**src/rtl/boa_extmem_sram_wide_if.sv**
```systemverilog
// boa_mem_bus: 32-bit CPU memory bus. The CPU side drives requests; the memory side returns rdata and ready.
interface boa_mem_bus;
  logic        re;
  logic [3:0]  we;
  logic [31:0] addr;
  logic [31:0] wdata;
  logic [31:0] rdata;
  logic        ready;

  modport MEM (input re, we, addr, wdata, output rdata, ready);
  modport CPU (output re, we, addr, wdata, input rdata, ready);
endinterface

```
**src/rtl/boa_extmem_sram_wide.sv**
```systemverilog
// boa_extmem_sram_wide: bridges a 32-bit boa_mem_bus to an 8/16/32-bit async SRAM using 32/XW beats.
// Define BOA_EXTMEM_SRAM_SKIP_EN to skip write beats that have no enabled byte lanes.
//   state | meaning
//   IDLE  | bus ready, SRAM strobes off, waiting for re or we
//   BEAT  | driving beat `beat` to the SRAM, held for wait_states+1 cycles
module boa_extmem_sram_wide #(
  parameter int sram_alen   = 16,
  parameter int xm_width    = 8,
  parameter int wait_states = 0
) (
  input  logic                  clk,
  input  logic                  rst_n,
  boa_mem_bus.MEM               bus,
  output logic                  xm_re,
  output logic [xm_width/8-1:0] xm_we,
  output logic [sram_alen-1:0]  xm_addr,
  output logic [xm_width-1:0]   xm_wdata,
  input  logic [xm_width-1:0]   xm_rdata
);

  localparam int NB = 32 / xm_width;
  localparam int LN = xm_width / 8;
  localparam int BW = (NB > 1) ? $clog2(NB) : 1;

  localparam logic [0:0] IDLE = 1'b0;
  localparam logic [0:0] BEAT = 1'b1;

  logic [0:0]           state;
  logic [BW-1:0]        beat;
  logic [3:0]           ws;
  logic [sram_alen-1:0] addr_q;
  logic [31:0]          wdata_q;
  logic [31:0]          rdata_q;
  logic [3:0]           we_q;
  logic                 wr_q;

  logic                 accept;
  logic                 last_cyc;
  logic [BW-1:0]        start_beat;
  logic [BW-1:0]        next_beat;
  logic                 more_beats;

  assign accept   = (state == IDLE) && (bus.re || (|bus.we));
  assign last_cyc = (ws == 4'(wait_states));

`ifdef BOA_EXTMEM_SRAM_SKIP_EN
  // Returns {hit, index} of the lowest beat >= from whose write-enable slice is nonzero.
  function automatic logic [BW:0] find_lane(input logic [3:0] we, input int from);
    logic [BW:0] r;
    r = '0;
    for (int k = NB - 1; k >= 0; k--) begin
      if (k >= from && (|we[k*LN +: LN])) r = {1'b1, BW'(k)};
    end
    return r;
  endfunction

  logic [BW:0] first_sel;
  logic [BW:0] next_sel;

  assign first_sel  = find_lane(bus.we, 0);
  assign next_sel   = find_lane(we_q, int'(beat) + 1);
  assign start_beat = first_sel[BW] ? first_sel[BW-1:0] : '0;
  assign more_beats = wr_q ? next_sel[BW] : (int'(beat) != NB - 1);
  assign next_beat  = wr_q ? next_sel[BW-1:0] : BW'(int'(beat) + 1);
`else
  assign start_beat = '0;
  assign more_beats = (int'(beat) != NB - 1);
  assign next_beat  = BW'(int'(beat) + 1);
`endif

  always_ff @(posedge clk) begin
    if (!rst_n) begin
      state   <= IDLE;
      beat    <= '0;
      ws      <= '0;
      addr_q  <= '0;
      wdata_q <= '0;
      rdata_q <= '0;
      we_q    <= '0;
      wr_q    <= 1'b0;
    end else if (state == IDLE) begin
      if (accept) begin
        state   <= BEAT;
        addr_q  <= bus.addr[sram_alen-1:0] & ~sram_alen'(3);
        wdata_q <= bus.wdata;
        we_q    <= bus.we;
        wr_q    <= |bus.we;
        beat    <= start_beat;
        ws      <= '0;
      end
    end else begin
      if (last_cyc) begin
        ws <= '0;
        if (!wr_q) rdata_q[int'(beat)*xm_width +: xm_width] <= xm_rdata;
        if (more_beats) begin
          beat <= next_beat;
        end else begin
          state <= IDLE;
          beat  <= '0;
        end
      end else begin
        ws <= ws + 4'd1;
      end
    end
  end

  // SRAM strobes decode from registered state only, so bus inputs never reach the pins combinationally.
  always_comb begin
    xm_re    = 1'b0;
    xm_we    = '0;
    xm_addr  = '0;
    xm_wdata = '0;
    if (state == BEAT) begin
      xm_addr  = addr_q | sram_alen'(int'(beat) * LN);
      xm_wdata = wdata_q[int'(beat)*xm_width +: xm_width];
      xm_we    = wr_q ? we_q[int'(beat)*LN +: LN] : '0;
      xm_re    = !wr_q;
    end
  end

  assign bus.ready = (state == IDLE);
  assign bus.rdata = rdata_q;

endmodule

```
**src/flat_wrapper.sv**
```systemverilog
// flat-port wrapper written by rule: the top's interface ports become plain ports
module boa_extmem_sram_wide_flat 
#(
  parameter int sram_alen   = 16,
  parameter int xm_width    = 8,
  parameter int wait_states = 0
)
  (clk, rst_n, xm_re, xm_we, xm_addr, xm_wdata, xm_rdata, bus_re, bus_we, bus_addr, bus_wdata, bus_rdata, bus_ready);
  boa_mem_bus bus_i ();
  input  logic clk;
  input  logic rst_n;
  output logic xm_re;
  output logic [xm_width/8-1:0] xm_we;
  output logic [sram_alen-1:0] xm_addr;
  output logic [xm_width-1:0] xm_wdata;
  input  logic [xm_width-1:0] xm_rdata;
  input wire logic [$bits(bus_i.re)-1:0] bus_re;
  input wire logic [$bits(bus_i.we)-1:0] bus_we;
  input wire logic [$bits(bus_i.addr)-1:0] bus_addr;
  input wire logic [$bits(bus_i.wdata)-1:0] bus_wdata;
  output wire logic [$bits(bus_i.rdata)-1:0] bus_rdata;
  output wire logic [$bits(bus_i.ready)-1:0] bus_ready;
  assign bus_i.re = bus_re;
  assign bus_i.we = bus_we;
  assign bus_i.addr = bus_addr;
  assign bus_i.wdata = bus_wdata;
  assign bus_rdata = bus_i.rdata;
  assign bus_ready = bus_i.ready;
  boa_extmem_sram_wide #(.sram_alen(sram_alen), .xm_width(xm_width), .wait_states(wait_states)) u_core (.clk(clk), .rst_n(rst_n), .bus(bus_i), .xm_re(xm_re), .xm_we(xm_we), .xm_addr(xm_addr), .xm_wdata(xm_wdata), .xm_rdata(xm_rdata));
endmodule
```
**config.mk**
```make
export PLATFORM = sky130hd
export DESIGN_NAME = boa_extmem_sram_wide_flat
export DESIGN_NICKNAME = d
export VERILOG_FILES = /design/src/rtl/boa_extmem_sram_wide_if.sv /design/src/rtl/boa_extmem_sram_wide.sv /design/src/flat_wrapper.sv
export SDC_FILE = /design/constraint.sdc
export NUM_CORES = 1
export LEC_CHECK = 0
export ABC_AREA = 0
export BUFFER_PORTS_ARGS = -buffer_cell sky130_fd_sc_hd__buf_2
export CORE_ASPECT_RATIO = 1.1
export CORE_MARGIN = 10
export CORE_UTILIZATION = 30
export CTS_CLUSTER_SIZE = 14
export DETAILED_ROUTE_END_ITERATION = 12
export HOLD_SLACK_MARGIN = 0.15
export PLACE_DENSITY = 0.59
export SLEW_MARGIN = 20
export SYNTH_ARGS = -nofsm -noshare
export SYNTH_HDL_FRONTEND = slang
export SYNTH_SLANG_ARGS = --single-unit
```
**constraint.sdc**
```tcl
create_clock -name clk -period 4.25 [get_ports clk]
set_clock_uncertainty 0.05 [all_clocks]
set_input_delay 0.425 -clock clk [delete_from_list [all_inputs] [get_ports clk]]
set_output_delay 0.425 -clock clk [all_outputs]
set_load 0.1 [all_outputs]
```
# Yosys cells after proc, flatten, opt, wreduce, memory -nomap -nowiden
# Cells that the tools add are included.
# W data, S select, Z words.
# totals
latch_bits,0
memories,0
elab_cells,46
mem_bits_ro,0
ramBits,0
out_inout_bits,59
register_bits,90
# op_classes
addsub,3
n_bitwise,3
mul,0
shift,4
magnitude_cmp,0
muxes,17
n_div,0
eq_ne,2
reduce_logical,9
# op_table
operator,n
$neg A5 Y33,1
$shift A8 B33 Y32 const A,1
$shiftx A8 B33 Y32,1
$bwmux W32,1
$shiftx A32 B6 Y8,1
$mux W16,1
$or A16 B2 Y16,1
$mux W4,3
$mux W2,4
$mux W8,1
$mux W1,7
$add A4 B1 Y4 const B,1
$logic_not A4 Y1,1
$reduce_and A2 Y1,2
$reduce_or A4 Y1,1
$shiftx A4 B3 Y1,1
$reduce_and A3 Y1,1
$add A2 B1 Y2 const B,1
$ne A2 B1 Y1 const B,1
$ne A2 B2 Y1 const B,1
$not A1 Y1,2
$reduce_bool A2 Y1,1
$logic_and A1 B1 Y1,1
$logic_not A1 Y1,1
$logic_or A1 B1 Y1,1

# Depth between registers and ports, before layout
# Gate-level depths: netlist of run 1.
# logic_depth
ltp_word,5
mapped_depth,7
mapped_depth_nobuf,5

# Worst setup path before layout of run 1
# Ideal clock, no wire load.
# synth_path
path_kind,reg2out
from,reg u_core.beat[0]
to,out xm_we
path_stages_with_launch,5
arrival_ps,3287
path_buffers,2
path_slack_ps,488
path_cell_list,dfxtp_1 -> buf_2 -> clkbuf_1 -> mux2i_1 -> a211oi_1
# synth_via
elab_chain_len,3
# synth_lines
item,line_no,text
"start, declared",boa_extmem_sram_wide.sv:29,logic [BW-1:0] beat;
"start signal, assigned",boa_extmem_sram_wide.sv:88,beat <= start_beat;
"start signal, assigned",boa_extmem_sram_wide.sv:96,beat <= next_beat;
$shiftx A4 B3 Y1,boa_extmem_sram_wide.sv:116,xm_we = wr_q ? we_q[int'(beat)*LN +: LN] : '0;
$mux W1,boa_extmem_sram_wide.sv:116,
$mux W1,boa_extmem_sram_wide.sv:113,if (state == BEAT) begin
"end, declared",flat_wrapper.sv:13,output logic [xm_width/8-1:0] xm_we;
# No other way between the ends.

# Worst setup path in the final report of run 1
# layout_path
from,reg u_core.beat[0]
to,"reg u_core.rdata_q[2], in the netlist u_core.bus.rdata[2]"
# layout_via
elab_chain_len,3
elab_cells_between_ends,4
cone_classes,1 x add/sub; 2 x shift; 1 x mux
# layout_lines
item,line_no,text
$neg A5 Y33 (*),boa_extmem_sram_wide.sv:94,if (!wr_q) rdata_q[int'(beat)*xm_width +: xm_width] <= xm_rdata;
$shiftx A8 B33 Y32 or $shift A8 B33 Y32 (tied branches),boa_extmem_sram_wide.sv:94,
$bwmux W32 (*),boa_extmem_sram_wide.sv:94,
"end signal, assigned by index",boa_extmem_sram_wide.sv:94,
"end, declared",boa_extmem_sram_wide.sv:33,logic [31:0] rdata_q;
# Mark *: on every way between the ends. The rest lies on a longest branch, timed or not.
# A chain may end at the register's enable or synchronous reset.

==> impl_results.md, run 1 <==
- Detailed-route vias per instance: 5.35
- Smallest hold slack: 0.275 ns
- Pwr dens: 360 nW/µm²
- Launching instance or port of the critical path: u_core.beat[0]
- GRT Overall Usage: 12.8%
- Hold worst-path end: u_core.wdata_q[28]
- Footprint of the flip-flops and latches: 1800 µm²
- Starting DRC count in detailed routing: 370
- Max-slew headroom at the worst pin: 35.0%
- Period utilisation layout: 67.7%
- Die outline area: 23400 µm²
- Clock input transition at the sequential cells of the worst setup and hold paths: 0.07 ns
- Area inside the core boundary: 17200 µm²
- Postcts setup bufs: 0
- Total congestion overflow after global routing: 0
- Routability congestion estimate from global placement: 0.744
- Final critical-path required period: 2.88 ns
- Setup repair after global routing missed its margin: no
- Avg Cell Area, Syn: 8.97 µm²
- Largest voltage drop on the vdd net: 0.201 mV
- Estimated wirelength of the detail-placed design: 10.5 mm
- Fin util: 37.0%
- Register bit total from synthesis: 90
- Detailed-route via count: 4861
- Slew at the pin closest to its max-slew limit: 0.972 ns
- Wire length reported by the detailed router: 15.9 mm
- CP max FO: 22
- Internal cell power: 1580 µW
- Iteration count of the initial detailed-routing pass: 5
- Cell types with the largest area share after synthesis: sky130_fd_sc_hd__dfxtp_1, sky130_fd_sc_hd__mux2i_1, sky130_fd_sc_hd__nand3b_1
- Syn Std Cell Area: 5310 µm²
- Critical Path Start Type: flop
- WP data required: 4.47 ns
- Sw Ratio: 30.8%
- Leakage dissipation: 0.00248 µW
- Run status: finished clean
- TritonCTS clock tree: done
- Final number of setup-violating endpoints: 0
- Num Clock Sinks: 90
- First-pass GRT wire length: 25.2 mm
- Total count of hold-check failures in the final report: 0
- Netlist cell types: 38
- Multi-input gate area: 3210 µm²
- Number of cells produced by synthesis: 592
- MaxCap Viol Count: 0
- Class of the tightest hold or removal check: primary input to flop
- Placed inst area: 6010 µm²
- Worst-Skew Late Latency: 0.34 ns
- Crit Reg-Reg Endpoint: u_core.bus.rdata[2]
- Start of the worst register-to-register path: u_core.beat[0]
- Top achievable clock speed: 347 MHz
- Sum Neg Setup Slack: 0 ns
- Overall die height: 160 µm
- Remaining number of nets flagged by the antenna check after routing: 0
- Sequential-to-total area share from yosys stat: 33.9%
- IO Pins: 138
- Switching component of the power: 703 µW
- Number of hold buffers added after CTS: 0
- Starting density of the core: 30.9%
- Arrival @ worst endpoint: 3.10 ns
- Drc violations: 0
- Post-layout nets: 753
- Depth of the worst register-to-register path: 5
- Count of input and output buffers: 119
- Largest buffer count on any clock path: 2
- Clock buffers created by TritonCTS: 9
- Depth of the CTS H-tree: 3
- Count of standard-cell rows: 50
- Maximum number of pins on one net before global-route repair: 116
- Worst Min Path Start: bus_wdata[28]
- Relative contribution of combinational cells to total power: 19.2%
- Share of cells above drive strength 1: 25.0%
- Fraction of synthesized cell area taken by the top area cell type: 33.9%
- Top cell type by total area after synthesis: sky130_fd_sc_hd__dfxtp_1
- Die extent in x: 147 µm
- Routed WL per cell: 17.5 µm
- WHS Path Cells: 2
- Setup slack of the most critical reg-to-reg path: 1.37 ns
- Number of cells upsized or downsized after cts: 0
- Number of antenna violations at the first check in global routing: 4
- Growth of design area from synthesis to finish: 19.7%
- Clock tree root buffer cell: sky130_fd_sc_hd__clkbuf_16
- Number of global-route vias before repair: 4510
- Max-slew violation count: 0
- Cell area after layout: 6360 µm²
- Part of the total power dissipated in sequential elements: 40.9%
- Post-synthesis net count: 678
- Critical Path Sink Type: flop
- Part of the total power dissipated in the clock network: 39.9%
- YS warnings: 0
- Fillers: 1757
- Kind of critical path: flop to flop
==> per-stage QoR <==
step,power [µW],setup WS [ns],std cells
6_report,2290,1.37,909
5_1_grt,2380,0.932,908
4_1_cts,2320,1.33,906
3_5_place_dp,1390,1.35,890
3_3_place_gp,1390,1.39,890
2_1_floorplan,1280,0.488,592
==> layer usage <==
metal  vias to the layer above  global-route usage [%]  routed length [µm]
li1                       2383                       -                   -
met1                      2324                    17.4                7460
met2                       134                    19.0                7070
met3                        18                    4.00                1190
met4                         2                    3.37                 146
met5                         -                       0                  11
==> power groups by stage <==
| stage | logic (µW) | registers, µW | clock network (µW) |
|---|---|---|---|
| 6_report | 440 | 935 | 912 |
| 5_1_grt | 471 | 942 | 965 |
| 4_1_cts | 442 | 935 | 939 |
| 3_5_place_dp | 440 | 954 | 0 |
| 3_3_place_gp | 440 | 954 | 0 |
| 2_1_floorplan | 322 | 959 | 0 |
==> state kept, by name, indices dropped and copies added (netlist names) <==
name,cells
u_core.addr_q,14
u_core.beat,2
u_core.bus.rdata,32
u_core.state,1
u_core.wdata_q,32
u_core.we_q,4
u_core.wr_q,1
u_core.ws,4
==> layout by cell type, fill, tap and decap left out, types with 9 or more instances in the layout <==
cell and instances:
sky130_fd_sc_hd__and3_1 37, sky130_fd_sc_hd__mux2i_1 65, sky130_fd_sc_hd__nand4_1 45, sky130_fd_sc_hd__buf_4 11, sky130_fd_sc_hd__a311o_1 32, sky130_fd_sc_hd__and2_1 24
sky130_fd_sc_hd__nand2_1 50, sky130_fd_sc_hd__nand3_1 41, sky130_fd_sc_hd__nand3b_1 65, sky130_fd_sc_hd__clkbuf_16 9, sky130_fd_sc_hd__buf_2 118, sky130_fd_sc_hd__dfxtp_1 89
==> synthesized netlist by cell type <==
master	instances
sky130_fd_sc_hd__dfxtp_1	90
sky130_fd_sc_hd__mux2i_1	65
sky130_fd_sc_hd__nand3b_1	65
sky130_fd_sc_hd__nand2_1	50
sky130_fd_sc_hd__nand4_1	45
sky130_fd_sc_hd__nand3_1	41
sky130_fd_sc_hd__clkbuf_1	38
sky130_fd_sc_hd__and3_1	37
sky130_fd_sc_hd__a311o_1	32
sky130_fd_sc_hd__and2_1	24
sky130_fd_sc_hd__buf_2	13
sky130_fd_sc_hd__buf_1	12
sky130_fd_sc_hd__mux4_2	8
sky130_fd_sc_hd__nor2_1	8
sky130_fd_sc_hd__or4b_1	8
sky130_fd_sc_hd__a21oi_1	7
sky130_fd_sc_hd__ha_1	7
sky130_fd_sc_hd__a211oi_1	6
sky130_fd_sc_hd__or4b_2	6
sky130_fd_sc_hd__inv_1	4
sky130_fd_sc_hd__nor3b_1	4
sky130_fd_sc_hd__a31oi_1	2
sky130_fd_sc_hd__buf_4	2
sky130_fd_sc_hd__inv_2	2
sky130_fd_sc_hd__nor2b_1	2
sky130_fd_sc_hd__o311ai_1	2
sky130_fd_sc_hd__and3b_1	1
sky130_fd_sc_hd__buf_6	1
sky130_fd_sc_hd__clkinv_1	1
sky130_fd_sc_hd__nand4b_1	1
sky130_fd_sc_hd__nor4_4	1
sky130_fd_sc_hd__nor4b_1	1
sky130_fd_sc_hd__nor4b_2	1
sky130_fd_sc_hd__nor4bb_1	1
sky130_fd_sc_hd__o21ai_0	1
sky130_fd_sc_hd__or2_2	1
sky130_fd_sc_hd__or3_1	1
sky130_fd_sc_hd__or3b_2	1
==> final cells by class <==
class / count / area share, %
sequential: 90 / 28.4
tap: 234 / 4.60
timing repair buffer: 130 / 10.8
clock inverter: 5 / 1.34
inverter: 7 / 0.413
multi-input combinational: 429 / 50.4
antenna: 3 / 0.118
clock buffer: 11 / 3.97
==> critical path, cell delays in order (launching register included) <==
cell and delay (ns):
sky130_fd_sc_hd__dfxtp_1 0.94, sky130_fd_sc_hd__inv_1 0.24, sky130_fd_sc_hd__ha_1 0.43, sky130_fd_sc_hd__nor3b_1 0.81
sky130_fd_sc_hd__nand3_1 0.17, sky130_fd_sc_hd__mux2i_1 0.16
==> worst max path at each step <==
stage | end | cells past startpoint
finish | u_core.bus.rdata[2] | 5
global route | u_core.bus.rdata[2] | 5
CTS | u_core.bus.rdata[2] | 5
detailed placement | u_core.bus.rdata[2] | 5
floorplan | xm_we | 4
global placement | u_core.bus.rdata[4] | 5
==> cells by family (layout without fill, tap and decap cells) <==
kind of cell | after synthesis | in the layout | synth area share, %
and+or+nand+nor | 299 | 299 | 34.8
adders and majority gates | 7 | 7 | 1.65
other | 0 | 3 | 0
muxes | 73 | 73 | 15.6
AOI/OAI and AO/OA | 50 | 50 | 8.20
DFF | 90 | 90 | 33.9
buffers and inverters | 73 | 153 | 5.75
Power figures use the tool's default switching activity.
==> inputs of run 2 (changes only) <==
--- a/config.mk
+++ b/config.mk
@@ -5,7 +5,7 @@
 export SDC_FILE = /design/constraint.sdc
 export NUM_CORES = 1
 export LEC_CHECK = 0
-export ABC_AREA = 0
+export ABC_AREA = 1
 export BUFFER_PORTS_ARGS = -buffer_cell sky130_fd_sc_hd__buf_2
 export CORE_ASPECT_RATIO = 1.1
 export CORE_MARGIN = 10
@@ -13,7 +13,7 @@
 export CTS_CLUSTER_SIZE = 14
 export DETAILED_ROUTE_END_ITERATION = 12
 export HOLD_SLACK_MARGIN = 0.15
-export PLACE_DENSITY = 0.59
+export PLACE_DENSITY = 0.61
 export SLEW_MARGIN = 20
 export SYNTH_ARGS = -nofsm -noshare
 export SYNTH_HDL_FRONTEND = slang
==> constraint.sdc (replaced) <==
create_clock -name clk -period 2.8 [get_ports clk]
set_clock_uncertainty 0.05 [all_clocks]
set_input_delay 0.28 -clock clk [delete_from_list [all_inputs] [get_ports clk]]
set_output_delay 0.28 -clock clk [all_outputs]
set_load 0.1 [all_outputs]
==> impl_results.md, run 2 <==
- Slew at the pin closest to its max-slew limit: 0.875 ns
- Run status: finished clean
- Most common flop cell mapped by yosys: sky130_fd_sc_hd__dfxtp_1
- Smallest hold slack: 0.161 ns
- Pwr dens: 592 nW/µm²
- Share of cells above drive strength 1: 19.5%
- Setup repair after global routing missed its margin: no
- Detailed-route via count: 4295
- Class of the tightest hold or removal check: primary input to flop
- IO Pins: 138
- YS warnings: 0
- Final number of setup-violating endpoints: 0
- Avg Cell Area, Syn: 6.58 µm²
- Slowest stage cell, crit path: sky130_fd_sc_hd__buf_2
- Number of global-route vias before repair: 4207
- First-pass GRT wire length: 20.6 mm
- Estimated wirelength of the detail-placed design: 8.60 mm
- Total count of hold-check failures in the final report: 0
- # diodes: 0
- Commonest non-fill, non-tap cell in the layout: sky130_fd_sc_hd__nor2_1
- Ranking of synthesized cells by instance count: sky130_fd_sc_hd__nor2_1, sky130_fd_sc_hd__nand2_1, sky130_fd_sc_hd__dfxtp_1
- WP data required: 2.47 ns
- CP max FO: 20
- Starting DRC count in detailed routing: 260
- Max-slew headroom at the worst pin: 41.6%
- Post-synthesis net count: 733
- Total congestion overflow after global routing: 0
- Remaining number of nets flagged by the antenna check after routing: 0
- Sequential-to-total area share from yosys stat: 42.3%
- Critical Path Sink Type: primary output
- Depth of the CTS H-tree: 3
- Top cell type by total area after synthesis: sky130_fd_sc_hd__dfxtp_1
- Num Clock Sinks: 90
- Netlist cell types: 27
- Number of instances in the placed design: 923
- Register bit total from synthesis: 90
- Largest buffer count on any clock path: 2
- Worst-Skew Late Latency: 0.35 ns
- Number of buffer and inverter instances along the worst setup path: 3
- Overall die height: 145 µm
- Die extent in x: 134 µm
- Kind of critical path: flop to primary output
- Cells along the critical path: inv_2 -> buf_4 -> o21ai_0 -> a21oi_1 -> buf_2
- Detailed-route vias per instance: 4.36
- Routability congestion estimate from global placement: 0.840
- Count of standard-cell rows: 45
- Clock buffers created by TritonCTS: 9
- Cell types with the largest area share after synthesis: sky130_fd_sc_hd__dfxtp_1, sky130_fd_sc_hd__nor2_1, sky130_fd_sc_hd__nand2_1
- Family of cells with the greatest summed delay on the critical path: buffers and inverters
- Area inside the core boundary: 13900 µm²
- Number of antenna violations at the first check in global routing: 1
- Setup slack of the most critical reg-to-reg path: 0.60 ns
- Cell Count, Final, Fillers Out: 984
- Die outline area: 19400 µm²
- Count of input and output buffers: 119
- Leakage dissipation: 0.00284 µW
- Post-layout nets: 877
- Fraction of synthesized cell area taken by the top area cell type: 42.3%
- Final critical-path required period: 2.32 ns
- MaxCap Viol Count: 0
- TritonCTS clock tree: done
- Arrival @ worst endpoint: 1.99 ns
- Max-slew violation count: 0
- Async set-or-reset flop fraction in the synthesized netlist: 0%
- Maximum number of pins on one net before global-route repair: 54
- Critical Path Start Type: flop
- Starting density of the core: 30.7%
- Number of enable flip-flop cells after synthesis: 0
- Syn Std Cell Area: 4260 µm²
- Clock tree root buffer cell: sky130_fd_sc_hd__clkbuf_16
- Largest voltage drop on the vdd net: 0.400 mV
- Library cell with the highest instance count after synthesis: sky130_fd_sc_hd__nor2_1
- Growth of design area from synthesis to finish: 33.8%
- Longest individual stage delay on the worst path: 0.46 ns
- GRT Overall Usage: 12.7%
- Clock input transition at the sequential cells of the worst setup and hold paths: 0.07 ns
- Iteration count of the initial detailed-routing pass: 4
- Postcts setup bufs: 0
- Wire length reported by the detailed router: 12.4 mm
- Top achievable clock speed: 430 MHz
- Period utilisation layout: 83.0%
- Routed WL per cell: 12.6 µm
- Number of cells produced by synthesis: 647
- Most frequent cells in the layout: sky130_fd_sc_hd__nor2_1, sky130_fd_sc_hd__nand2_1, sky130_fd_sc_hd__buf_2
- Drc violations: 0
[run 2: report_power, final]
part | leakage [µW] | internal, µW | total, µW | switching, µW
sequential | 0.000740 | 1360 | 1410 | 44.5
clock | 0.000143 | 642 | 1180 | 536
combinational | 0.00196 | 211 | 789 | 579
[run 2: timing repair]
action | in CTS | in global routing
hold buffers | 45 | 0
endpoints found under the hold margin | 45 | 0
gates resized for setup | 0 | 0
[run 2: per-stage QoR]
| step | setup slack (ns) | utilization [%] | total power, µW | area [µm²] | TNS (ns) |
|---|---|---|---|---|---|
| after detailed placement | 0.584 | 35.8 | 2180 | 4960 | 0 |
| final | 0.476 | 41.1 | 3380 | 5700 | 0 |
| after floorplan | -0.319 | - | 2020 | 4260 | -2.55 |
| after global placement | 0.627 | 35.8 | 2180 | 4960 | 0 |
| after global routing | 0.265 | 41.1 | 3550 | 5700 | 0 |
| after CTS | 0.435 | 41.1 | 3420 | 5700 | 0 |
[run 2: tightest hold or removal path: cells and delay by family]
kind / cells / cell delay [ns]
buffers and inverters: 1 / 0.08
AO/OA/AOI/OAI: 1 / 0.08
AND/OR/NAND/NOR: 1 / 0.08
[run 2: logic make-up after synthesis]
kind of cell | after synthesis | synth area share [%]
simple gates | 363 | 35.3
compound gates | 93 | 11.0
buf+inv | 93 | 9.11
flops | 90 | 42.3
fa+ha+maj | 7 | 2.06
xor+xnor | 1 | 0.206
[run 2: worst paths after layout]
check	startpoint	endpoint	cells after the start
max	u_core.beat[0]	xm_wdata[1]	5
min	bus_wdata[2]	u_core.wdata_q[2]	3
max reg2reg	u_core.beat[1]	u_core.bus.rdata[20]	8
min reg2reg	u_core.bus.rdata[6]	u_core.bus.rdata[6]	2
[run 2: layout make-up]
type / instances / area (µm²)
fill: 1487 / 8150
multi-input combinational: 464 / 2070
sequential: 90 / 1800
timing repair buffer: 170 / 1090
clock buffer: 11 / 243
tap: 188 / 235
inverter: 56 / 213
clock inverter: 5 / 46.3
[run 2: per-layer routing]
metal	track usage, %	vias to the layer above	routed length, µm
li1	-	2292	-
met5	0	-	7
met2	19.8	126	5380
met1	15.4	1865	5720
met3	6.17	10	1150
met4	3.10	2	114
==> inputs of run 3 (changes only) <==
--- a/config.mk
+++ b/config.mk
@@ -5,7 +5,7 @@
 export SDC_FILE = /design/constraint.sdc
 export NUM_CORES = 1
 export LEC_CHECK = 0
-export ABC_AREA = 1
+export ABC_AREA = 0
 export BUFFER_PORTS_ARGS = -buffer_cell sky130_fd_sc_hd__buf_2
 export CORE_ASPECT_RATIO = 1.1
 export CORE_MARGIN = 10
@@ -13,7 +13,7 @@
 export CTS_CLUSTER_SIZE = 14
 export DETAILED_ROUTE_END_ITERATION = 12
 export HOLD_SLACK_MARGIN = 0.15
-export PLACE_DENSITY = 0.61
+export PLACE_DENSITY = 0.59
 export SLEW_MARGIN = 20
 export SYNTH_ARGS = -nofsm -noshare
 export SYNTH_HDL_FRONTEND = slang
==> constraint.sdc (replaced) <==
create_clock -name clk -period 2.3 [get_ports clk]
set_clock_uncertainty 0.05 [all_clocks]
set_input_delay 0.23 -clock clk [delete_from_list [all_inputs] [get_ports clk]]
set_output_delay 0.23 -clock clk [all_outputs]
set_load 0.1 [all_outputs]
==> impl_results.md, run 3 (synthesis gave the netlist of run 1 again) <==
- Run status: finished clean
- Count of input and output buffers: 119
- Max-slew headroom at the worst pin: 59.6%
- Kind of critical path: flop to primary output
- Postcts setup bufs: 0
- Remaining number of nets flagged by the antenna check after routing: 0
- Sum Neg Setup Slack: 0 ns
- Starting density of the core: 30.9%
- Worst-Skew Late Latency: 0.35 ns
- Slew at the pin closest to its max-slew limit: 0.605 ns
- Wire length reported by the detailed router: 16.1 mm
- MaxCap Viol Count: 0
- Share of cells above drive strength 1: 24.4%
- Pwr dens: 579 nW/µm²
- TritonCTS clock tree: done
- Top achievable clock speed: 452 MHz
- Most frequent cells in the layout: sky130_fd_sc_hd__buf_2, sky130_fd_sc_hd__dfxtp_1, sky130_fd_sc_hd__mux2i_1, sky130_fd_sc_hd__nand3b_1, sky130_fd_sc_hd__dlygate4sd3_1
- GRT Overall Usage: 13.5%
- Die extent in x: 147 µm
- Total congestion overflow after global routing: 0
- Cell Count, Final, Fillers Out: 964
- Number of antenna violations at the first check in global routing: 1
- Iteration count of the initial detailed-routing pass: 6
- Largest buffer count on any clock path: 2
- Setup repair after global routing missed its margin: no
- Final critical-path required period: 2.21 ns
- Final number of setup-violating endpoints: 0
- Maximum number of pins on one net before global-route repair: 153
- Worst Min Path Start: bus_we[3]
- Starting DRC count in detailed routing: 370
- Die outline area: 23400 µm²
- Leakage dissipation: 0.00273 µW
- First-pass GRT wire length: 26.3 mm
- Estimated wirelength of the detail-placed design: 10.6 mm
- Launching instance or port of the critical path: u_core.beat[0]
- Commonest non-fill, non-tap cell in the layout: sky130_fd_sc_hd__buf_2
- Drc violations: 0
- WP data required: 2.02 ns
- Overall die height: 160 µm
- # diodes: 0
- Clock input transition at the sequential cells of the worst setup and hold paths: 0.07 ns
- Multi-input gate area: 3240 µm²
- Number of global-route vias before repair: 4830
- Critical Path Sink Type: primary output
- Footprint of the flip-flops and latches: 1800 µm²
- Clock tree root buffer cell: sky130_fd_sc_hd__clkbuf_16
- Routability congestion estimate from global placement: 0.780
- Class of the tightest hold or removal check: primary input to flop
- Clock buffers created by TritonCTS: 9
- Detailed-route via count: 5043
- Arrival @ worst endpoint: 1.93 ns
- Largest voltage drop on the vdd net: 0.432 mV
- Depth of the CTS H-tree: 3
- Fillers: 1703
- Count of standard-cell rows: 50
- Detailed-route vias per instance: 5.23
- Post-layout nets: 811
- Area inside the core boundary: 17200 µm²
- IO Pins: 138
- Num Clock Sinks: 90
- CP max FO: 11
- Critical Path Start Type: flop
- Routed WL per cell: 16.7 µm
- Start of the worst register-to-register path: u_core.beat[0]
- Fin util: 41.1%
- Period utilisation layout: 96.2%
- Total count of hold-check failures in the final report: 0
- Number of instances in the placed design: 894
- Post-layout total power: 4090 µW
- Max-slew violation count: 0
- Growth of design area from synthesis to finish: 33.1%
run 3: what timing repair did:
action | CTS | global route
endpoints found under the setup margin | 3 | 0
resized for setup | 1 | 0
hold endpoints to repair | 77 | 0
hold buffers | 54 | 0
run 3: where the power goes:
part | internal, µW | switching [µW] | total [µW]
clock | 738 | 684 | 1420
combinational | 360 | 596 | 956
sequential | 1650 | 65.3 | 1710
run 3: path summary, 6_finish.rpt:
kind                               end  cells after the start  slack, ns
setup reg to reg  u_core.bus.rdata[29]                      5       0.33
hold / removal          u_core.we_q[3]                      3       0.16
setup / recovery           xm_wdata[2]                      4       0.09
hold reg to reg    u_core.bus.rdata[5]                      2       0.40
run 3: worst max-delay path: stages (launching register included):
cell	delay, ns
sky130_fd_sc_hd__dfxtp_2	0.42
sky130_fd_sc_hd__buf_12	0.17
sky130_fd_sc_hd__mux4_2	0.49
sky130_fd_sc_hd__and2_1	0.19
sky130_fd_sc_hd__buf_2	0.29
run 3: cell type report:
cell class,count,area share (%)
multi-input cells,429,45.9
well taps,234,4.14
flip-flops and latches,90,25.5
repair buffers,188,20.1
clock buffers,9,3.19
clock inverters,7,0.779
inverters,7,0.372
run 3: stage by stage:
stage | hold WS (ns) | cell area (µm²) | worst slack, ns
2_1_floorplan | 0.333 | 5350 | 0.0200
3_3_place_gp | 0.391 | 6250 | 0.252
3_5_place_dp | 0.395 | 6250 | 0.208
4_1_cts | 0.154 | 7070 | 0.0710
5_1_grt | 0.168 | 7070 | 0.0104
6_report | 0.165 | 7070 | 0.0877
run 3: routing by layer:
layer | vias to the layer above | wire, µm | global-route usage (%)
li1 | 2490 | - | -
met1 | 2400 | 7060 | 17.0
met2 | 137 | 7730 | 21.7
met3 | 14 | 1130 | 4.54
met4 | 2 | 166 | 3.01
met5 | - | 13 | 0
